==> src/rtl/vip_gray_frame_source_if.sv <==
// vip_gray_frame_source_if: pixel-stream bundle carried from the gray frame source to its sink.
interface vip_gray_frame_source_if;
    logic       pe_frame_vsync;
    logic       pe_frame_href;
    logic       pe_frame_clken;
    logic [7:0] pe_img_Y;
    logic       frame_done;
    logic [7:0] frame_cnt;
    modport master (output pe_frame_vsync, pe_frame_href, pe_frame_clken, pe_img_Y, frame_done, frame_cnt);
    modport slave  (input  pe_frame_vsync, pe_frame_href, pe_frame_clken, pe_img_Y, frame_done, frame_cnt);
endinterface

==> src/rtl/vip_gray_frame_source.sv <==
// vip_gray_frame_source: synthetic gray-ramp video frame generator with frame sync and counter.
// Define VIP_SRC_NOISE_EN to add LFSR-driven salt-and-pepper noise on active pixels.
module vip_gray_frame_source #(
    parameter int H_ACTIVE = 640,
    parameter int H_BLANK  = 160,
    parameter int V_ACTIVE = 480,
    parameter int V_SYNC   = 2,
    parameter int V_BACK   = 2,
    parameter int V_FRONT  = 2
) (
    input  logic clk,
    input  logic rst_n,
    input  logic en,
    vip_gray_frame_source_if.master vo
);
    localparam int H_TOT = H_ACTIVE + H_BLANK;
    localparam int HW    = H_TOT > 1 ? $clog2(H_TOT) : 1;
    localparam int V_M1  = V_SYNC > V_BACK ? V_SYNC : V_BACK;
    localparam int V_M2  = V_ACTIVE > V_FRONT ? V_ACTIVE : V_FRONT;
    localparam int V_MAX = V_M1 > V_M2 ? V_M1 : V_M2;
    localparam int LW    = V_MAX > 1 ? $clog2(V_MAX) : 1;
    localparam logic [2:0] S_IDLE   = 3'd0;
    localparam logic [2:0] S_VSYNC  = 3'd1;
    localparam logic [2:0] S_VBACK  = 3'd2;
    localparam logic [2:0] S_ACTIVE = 3'd3;
    localparam logic [2:0] S_VFRONT = 3'd4;
    logic [2:0]    state_q, state_d;
    logic [HW-1:0] h_q, h_d;
    logic [LW-1:0] l_q, l_d, l_last;
    logic          vsync_q, vsync_d, href_q, href_d, done_q, done_d;
    logic [7:0]    y_q, y_d, cnt_q, cnt_d, base;
    logic          line_end, last;
`ifdef VIP_SRC_NOISE_EN
    logic [15:0]   lfsr_q, lfsr_d;
`endif
    // Outputs are computed from the next raster position so they register alongside it.
    always_comb begin
        line_end = h_q == HW'(H_TOT - 1);
        l_last   = state_q == S_VSYNC  ? LW'(V_SYNC - 1)   :
                   state_q == S_VBACK  ? LW'(V_BACK - 1)   :
                   state_q == S_ACTIVE ? LW'(V_ACTIVE - 1) : LW'(V_FRONT - 1);
        last     = line_end && l_q == l_last;
        h_d      = (state_q == S_IDLE || line_end) ? '0 : h_q + 1'b1;
        l_d      = (state_q == S_IDLE || last) ? '0 : line_end ? l_q + 1'b1 : l_q;
        state_d  = state_q == S_IDLE   ? (en ? S_VSYNC : S_IDLE) :
                   !last               ? state_q :
                   state_q == S_VSYNC  ? S_VBACK :
                   state_q == S_VBACK  ? S_ACTIVE :
                   state_q == S_ACTIVE ? S_VFRONT : (en ? S_VSYNC : S_IDLE);
        vsync_d  = state_d == S_VSYNC;
        href_d   = state_d == S_ACTIVE && h_d < HW'(H_ACTIVE);
        done_d   = state_d == S_VFRONT && h_d == HW'(H_TOT - 1) && l_d == LW'(V_FRONT - 1);
        cnt_d    = cnt_q + {7'd0, done_q};
        base     = 8'(h_d) + 8'(l_d) + cnt_d;
`ifdef VIP_SRC_NOISE_EN
        lfsr_d   = href_d ? {lfsr_q[14:0], lfsr_q[15] ^ lfsr_q[13] ^ lfsr_q[12] ^ lfsr_q[10]} : lfsr_q;
        y_d      = !href_d ? 8'd0 : lfsr_q[15:12] == 4'hF ? {8{lfsr_q[0]}} : base;
`else
        y_d      = href_d ? base : 8'd0;
`endif
    end
    always_ff @(posedge clk or negedge rst_n) begin
        if (!rst_n) begin
            state_q <= S_IDLE;
            h_q     <= '0;
            l_q     <= '0;
            vsync_q <= 1'b0;
            href_q  <= 1'b0;
            done_q  <= 1'b0;
            y_q     <= 8'd0;
            cnt_q   <= 8'd0;
        end else begin
            state_q <= state_d;
            h_q     <= h_d;
            l_q     <= l_d;
            vsync_q <= vsync_d;
            href_q  <= href_d;
            done_q  <= done_d;
            y_q     <= y_d;
            cnt_q   <= cnt_d;
        end
    end
`ifdef VIP_SRC_NOISE_EN
    always_ff @(posedge clk or negedge rst_n) begin
        if (!rst_n) lfsr_q <= 16'hACE1;
        else        lfsr_q <= lfsr_d;
    end
`endif
    assign vo.pe_frame_vsync = vsync_q;
    assign vo.pe_frame_href  = href_q;
    assign vo.pe_frame_clken = href_q;
    assign vo.pe_img_Y       = y_q;
    assign vo.frame_done     = done_q;
    assign vo.frame_cnt      = cnt_q;
endmodule

==> src/flat_wrapper.sv <==
// flat-port wrapper written by rule: the top's interface ports become plain ports
module vip_gray_frame_source_flat 
#(
    parameter int H_ACTIVE = 640,
    parameter int H_BLANK  = 160,
    parameter int V_ACTIVE = 480,
    parameter int V_SYNC   = 2,
    parameter int V_BACK   = 2,
    parameter int V_FRONT  = 2
)
  (clk, rst_n, en, vo_pe_frame_vsync, vo_pe_frame_href, vo_pe_frame_clken, vo_pe_img_Y, vo_frame_done, vo_frame_cnt);
  vip_gray_frame_source_if vo_i ();
  input  logic clk;
  input  logic rst_n;
  input  logic en;
  output wire logic [$bits(vo_i.pe_frame_vsync)-1:0] vo_pe_frame_vsync;
  output wire logic [$bits(vo_i.pe_frame_href)-1:0] vo_pe_frame_href;
  output wire logic [$bits(vo_i.pe_frame_clken)-1:0] vo_pe_frame_clken;
  output wire logic [$bits(vo_i.pe_img_Y)-1:0] vo_pe_img_Y;
  output wire logic [$bits(vo_i.frame_done)-1:0] vo_frame_done;
  output wire logic [$bits(vo_i.frame_cnt)-1:0] vo_frame_cnt;
  assign vo_pe_frame_vsync = vo_i.pe_frame_vsync;
  assign vo_pe_frame_href = vo_i.pe_frame_href;
  assign vo_pe_frame_clken = vo_i.pe_frame_clken;
  assign vo_pe_img_Y = vo_i.pe_img_Y;
  assign vo_frame_done = vo_i.frame_done;
  assign vo_frame_cnt = vo_i.frame_cnt;
  vip_gray_frame_source #(.H_ACTIVE(H_ACTIVE), .H_BLANK(H_BLANK), .V_ACTIVE(V_ACTIVE), .V_SYNC(V_SYNC), .V_BACK(V_BACK), .V_FRONT(V_FRONT)) u_core (.clk(clk), .rst_n(rst_n), .en(en), .vo(vo_i));
endmodule
==> config.mk <==
export PLATFORM = sky130hd
export DESIGN_NAME = vip_gray_frame_source_flat
export DESIGN_NICKNAME = d
export VERILOG_FILES = /design/src/rtl/vip_gray_frame_source_if.sv /design/src/rtl/vip_gray_frame_source.sv /design/src/flat_wrapper.sv
export SDC_FILE = /design/constraint.sdc
export NUM_CORES = 1
export LEC_CHECK = 0
export BUFFER_PORTS_ARGS = -buffer_cell sky130_fd_sc_hd__buf_2
export CORE_MARGIN = 2
export CORE_UTILIZATION = 45
export CTS_CLUSTER_DIAMETER = 150
export DETAILED_ROUTE_END_ITERATION = 12
export PLACE_DENSITY = 0.7
export SLEW_MARGIN = 20
export SYNTH_ARGS = -nofsm -noshare
export SYNTH_HDL_FRONTEND = slang
export SYNTH_SLANG_ARGS = --single-unit
==> constraint.sdc <==
create_clock -name clk -period 5.3 [get_ports clk]
set_input_delay 1.06 -clock clk [delete_from_list [all_inputs] [get_ports clk]]
set_output_delay 1.06 -clock clk [all_outputs]
set_load 0.03 [all_outputs]
== After elaboration in Yosys (flattened, before gate mapping) ==
Cells that the tools add are included.
Storage, ports and cells
  bits in latches: 0
  bits in read-only memories: 0
  output and inout port bits: 20
  word-level logic and storage cells: 44
  memories: 0
  flip-flop bits (word level): 41
  RAM bits: 0
Operators by class
  order comparisons: 1
  bitwise gates (word level): 0
  reduce and logical (&&, ||, !) cells: 7
  shift operators: 0
  divide/modulo/power cells: 0
  mux-type cells: 13
  $add $sub $neg: 5
  $mul: 0
  equal/unequal tests: 10
Operators by type and width (count)
  9-bit 2-to-1 mux: 5
  10-bit equality test (second input constant): 2
  8-bit adder: 2
  3-bit 2-to-1 mux: 5
  10-bit by 1-bit adder with 10-bit output (second input constant): 1
  10-bit < comparator (second input constant): 1
  10-bit 2-to-1 mux: 1
  9-bit by 1-bit adder with 9-bit output (second input constant): 1
  3-bit by 2-bit equality test with 1-bit output (second input constant): 3
  9-bit by 1-bit equality test with 1-bit output (second input constant): 1
  9-bit equality test: 1
  8-bit by 1-bit adder with 8-bit output: 1
  8-bit 2-to-1 mux: 1
  3-bit by 1-bit equality test with 1-bit output (second input constant): 2
  1-bit logical AND: 4
  3-bit equality test (second input constant): 1
  3-bit zero test: 1
  1-bit logical OR: 2
  1-bit 2-to-1 mux: 1

== Longest topological paths before layout ==
  word-level depth: 11
  depth in mapped cells: 18
  depth with buffers taken out: 17

== Least setup slack after synthesis ==
OpenSTA, ideal clock, no wires.
  kind: register to register
  start point: reg u_core.h_q[0]
  end point: reg u_core.y_q[7] (netlist: u_core.vo.pe_img_Y[7])
  path buffers: 1
  period minus slack after synthesis: 3.876 ns
  path slack: 1.424 ns
  stages on the path, launching flop included: 19
  arrival: 3.810 ns
  setup time: 0.066 ns
  path through: dfrtp_1 > ha_1 > and4_1 > buf_2 > nand4_1 > a21oi_2 > or3_1 > fa_1 > inv_1 > ha_1 > inv_1 > fa_1 > nor2b_1 > o21ai_0 > a21oi_1 > o21ai_0 > and3_1 > or4_1 > nand2_1
On the way
  word-level cells in the longest chain between the ends: 7
RTL lines
  start, declared: line vip_gray_frame_source.sv:28  | logic [HW-1:0] h_q, h_d;
  start signal, assigned: line vip_gray_frame_source.sv:65  | h_q <= '0;
  start signal, assigned: line vip_gray_frame_source.sv:74  | h_q <= h_d;
  branches (longest 6 deep; another with 10-bit by 1-bit adder with 10-bit output)
  8-bit 2-to-1 mux (*): line vip_gray_frame_source.sv:59  | y_d = href_d ? base : 8'd0;
  named net u_core.y_d[7]: line vip_gray_frame_source.sv:31  | logic [7:0] y_q, y_d, cnt_q, cnt_d, base;
  end signal, assigned: line vip_gray_frame_source.sv:79  | y_q <= y_d;
  end, declared: line vip_gray_frame_source.sv:31
Mark *: on every way through the listed nets, which the timed path passes.

== Final worst setup path ==
Same ends and word-level chain as after synthesis.

==> metrics.yaml <==
sta:
  min_period_ps: 4160
  finalSetupTns_ps: 0
  fin_crit_sh_pct: 78.5
  fin_hold_ws_ps: 498
  hold_viol: 0
  slew_headroom_pct: 59.4
  report.final.setup_viol: 0
  tightest_slew_ps: 606
  fin_skew_ps: 5.78
  rsz0062_at_grt: "false"
  report.final.slew_viol_count: 0
  timing.final.ws_setup_ps: 1140
  fmax_mhz: 240
cts:
  cts_max_path_buffers: 2
  clkTransAtPathRegs_ps: 80
  cts_tree: "built"
  cts_max_level: 2
  clock-sinks: 41
  clk_latency_ps: 300
  cts-root-buf: "clkbuf_8"
  hold_buffers: 0
  cts_resized: 0
  cts_made_buffers: 5
  post-cts-setup-buffer-count: 0
finish:
  final_cell_mix: "dfrtp_1 (41), inv_1 (39), buf_2 (22)"
  area_delta_synth_final_pct: 10.8
  final_common_cell: "dfrtp_1"
  instances_no_fill: 364
  nets: 312
  drive_gt1_share_pct: 17.1
  fillers: 527
  diodes: 0
setup_path:
  rrSetupSlack_ps: 1140
  worst-path-max-fanout: 6
  critical_path_class: "flop to flop"
  path_depth: 17
  r2r_start: "u_core.h_q[0]"
  crit_arrival_ps: 4400
  crit_chain: "ha_1, and4_1, nand4_1, a21oi_2, or3_1, fa_1, inv_1, ha_1, inv_1, fa_1, nor2b_1, o21ai_0, a21oi_1, o21ai_0, and3_1, or4_1, nand2_1"
  path_buf_inv: 2
  slowest_delay_ps: 480
  cp-start-kind: "flop"
  cp_slowest_cell: "fa_1"
  r2r_cells: 17
  cp-end-kind: "flop"
  critical-path-top-delay-family: "simple AND/OR/NAND/NOR gates"
  cp.required_ps: 5540
  r2r-end: "u_core.vo.pe_img_Y[7]"
die:
  core-area_sq_um: 5540
  start_util_pct: 46.7
  dieArea_sq_um: 6370
  chipHeight_um: 79.8
  io_pins: 23
  die_x_um: 79.8
  fp-row-count: 27
min_path:
  hold_path_depth: 1
  min_to: "u_core.vo.frame_cnt[7]"
  holdCritPathClass: "flop to flop"
  min-delay-start: "u_core.vo.frame_cnt[7]"
drt:
  wl_per_cell_um: 14.2
  totalWireLength_um: 5180
  vias: 1881
  drc: 0
  ant_nets: 0
  wl_met1_um: 2470
  firstDrtPassIters: 4
  dr_wl_met2_um: 2420
  drt_iter0_drc: 98
  highest_layer: "met4"
  route.met3.wl_um: 224
  vias_per_cell: 5.17
synthesis:
  synth-edff-count: 0
  async_reset_ff_share_pct: 100
  synth_cells: 266
  postSynthAreaPerCell_sq_um: 9.72
  ys_seq_area_share_pct: 39.7
  syn_area_sq_um: 2590
  ys.warnings.count: 0
  syn-num-nets: 287
  yosys_most_used_dff: "dfrtp_1"
  ys_ff_latch: 41
  ys_types: 57
global_route:
  antenna_found_initial: 0
  grt_usage_pct: 18.2
  grt_pass1_vias: 1813
  grt_max_degree: 42
  grt_pass1_wl_um: 8740
  grt.overflow.total: 0
status:
  status: "complete, no violations"
pwr:
  power_leakage_nw: 1.47
  power_density_nw_per_um2: 184
  vdd_drop_max_v: 0.000137
job:
  maxCapViolations: 0
placed_design:
  pre_cts_ws_ps: 1200
  finalWeightedCongestion: 0.923
  dp_hpwl_um: 3880
  dp_cells: 355
  port_buffers: 22
## sequential cells by signal, indices dropped and copies added, names as in the netlist
register and cells:
u_core.vo.frame_done 1, u_core.l_q 9, u_core.state_q 3, u_core.vo.pe_img_Y 8, u_core.h_q 10, u_core.vo.pe_frame_clken 1, u_core.vo.pe_frame_vsync 1, u_core.vo.frame_cnt 8
## per-layer routing
| metal | vias up | global-route usage (%) |
|---|---|---|
| met5 | - | 0 |
| met2 | 37 | 29.1 |
| li1 | 939 | - |
| met4 | 0 | 4.58 |
| met3 | 5 | 4.75 |
| met1 | 900 | 24.8 |
## how the worst max path moves through the flow
stage                                        to     startpoint
after floorplan           u_core.vo.pe_img_Y[7]  u_core.h_q[0]
after global routing      u_core.vo.pe_img_Y[7]  u_core.h_q[0]
final                     u_core.vo.pe_img_Y[7]  u_core.h_q[0]
after detailed placement  u_core.vo.pe_img_Y[7]  u_core.h_q[0]
after CTS                 u_core.vo.pe_img_Y[7]  u_core.h_q[0]
after global placement    u_core.vo.pe_img_Y[7]  u_core.h_q[0]
## power by group
part | leakage, nW | switching, mW | total [mW] | internal, mW
combinational | 0.876 | 0.00681 | 0.00952 | 0.00271
sequential | 0.548 | 0 | 0.312 | 0.312
clock | 0.0439 | 0.114 | 0.205 | 0.0909
total | 1.47 | 0.121 | 0.527 | 0.406
## worst register-to-register path, stage by stage, from the launching register on
cell and delay, ps:
dfrtp_1 420, ha_1 260, and4_1 270, nand4_1 230, a21oi_2 120, or3_1 410, fa_1 480, inv_1 70
ha_1 160, inv_1 50, fa_1 370, nor2b_1 150, o21ai_0 110, a21oi_1 200, o21ai_0 120, and3_1 190
or4_1 400, nand2_1 80
## metrics by stage
stage | instance area, sq um | total power [mW] | utilization, %
after floorplan | 2590 | 0.319 | -
after global placement | 2750 | 0.326 | 49.7
after detailed placement | 2750 | 0.326 | 49.7
after CTS | 2840 | 0.534 | 51.2
after global routing | 2870 | 0.551 | 51.7
final | 2870 | 0.527 | 51.7
## layout make-up
| type | count | area [sq um] | area share [%] |
|---|---|---|---|
| Clock inverter | 3 | 17.5 | 0.611 |
| Sequential cell | 41 | 1030 | 35.8 |
| Inverter | 42 | 158 | 5.50 |
| Multi-Input combinational cell | 178 | 1370 | 47.8 |
| Timing Repair Buffer | 23 | 138 | 4.80 |
| Tap cell | 72 | 90.1 | 3.14 |
| Clock buffer | 5 | 68.8 | 2.40 |
## synth_stat cells, types with 2 or more instances
library cell | n | share of area [%]
dfrtp_1 | 41 | 40
inv_1 | 39 | 5.7
nor2_1 | 18 | 2.6
nand2_1 | 17 | 2.5
xnor2_1 | 14 | 4.7
ha_1 | 10 | 4.8
nand3_1 | 10 | 1.9
xor2_1 | 10 | 3.4
and3_1 | 9 | 2.2
fa_1 | 8 | 6.2
a21oi_1 | 7 | 1.4
nor4_1 | 7 | 1.7
nand4_1 | 6 | 1.5
a21o_1 | 4 | 1.2
nor2b_1 | 4 | 0.97
nor3_1 | 4 | 0.77
or3_1 | 4 | 0.97
buf_2 | 3 | 0.58
inv_2 | 3 | 0.44
mux2i_1 | 3 | 1.2
nand2b_1 | 3 | 0.73
o21ai_0 | 3 | 0.58
or2_2 | 3 | 0.73
and4_1 | 2 | 0.68
o211ai_1 | 2 | 0.58
## logic make-up (layout without fill, tap and decap cells)
| logic type | Yosys count | in the layout | synth area share (%) |
|---|---|---|---|
| multiplexers | 3 | 3 | 1.16 |
| adder cells (fa/ha/maj) | 18 | 18 | 11.0 |
| XOR/XNOR | 25 | 25 | 9.00 |
| buffers and inverters | 47 | 73 | 7.40 |
| AO/OA/AOI/OAI | 27 | 27 | 7.45 |
| flip-flops | 41 | 41 | 39.7 |
| AND/OR/NAND/NOR | 105 | 105 | 24.3 |
Power figures use the tool's default switching activity.
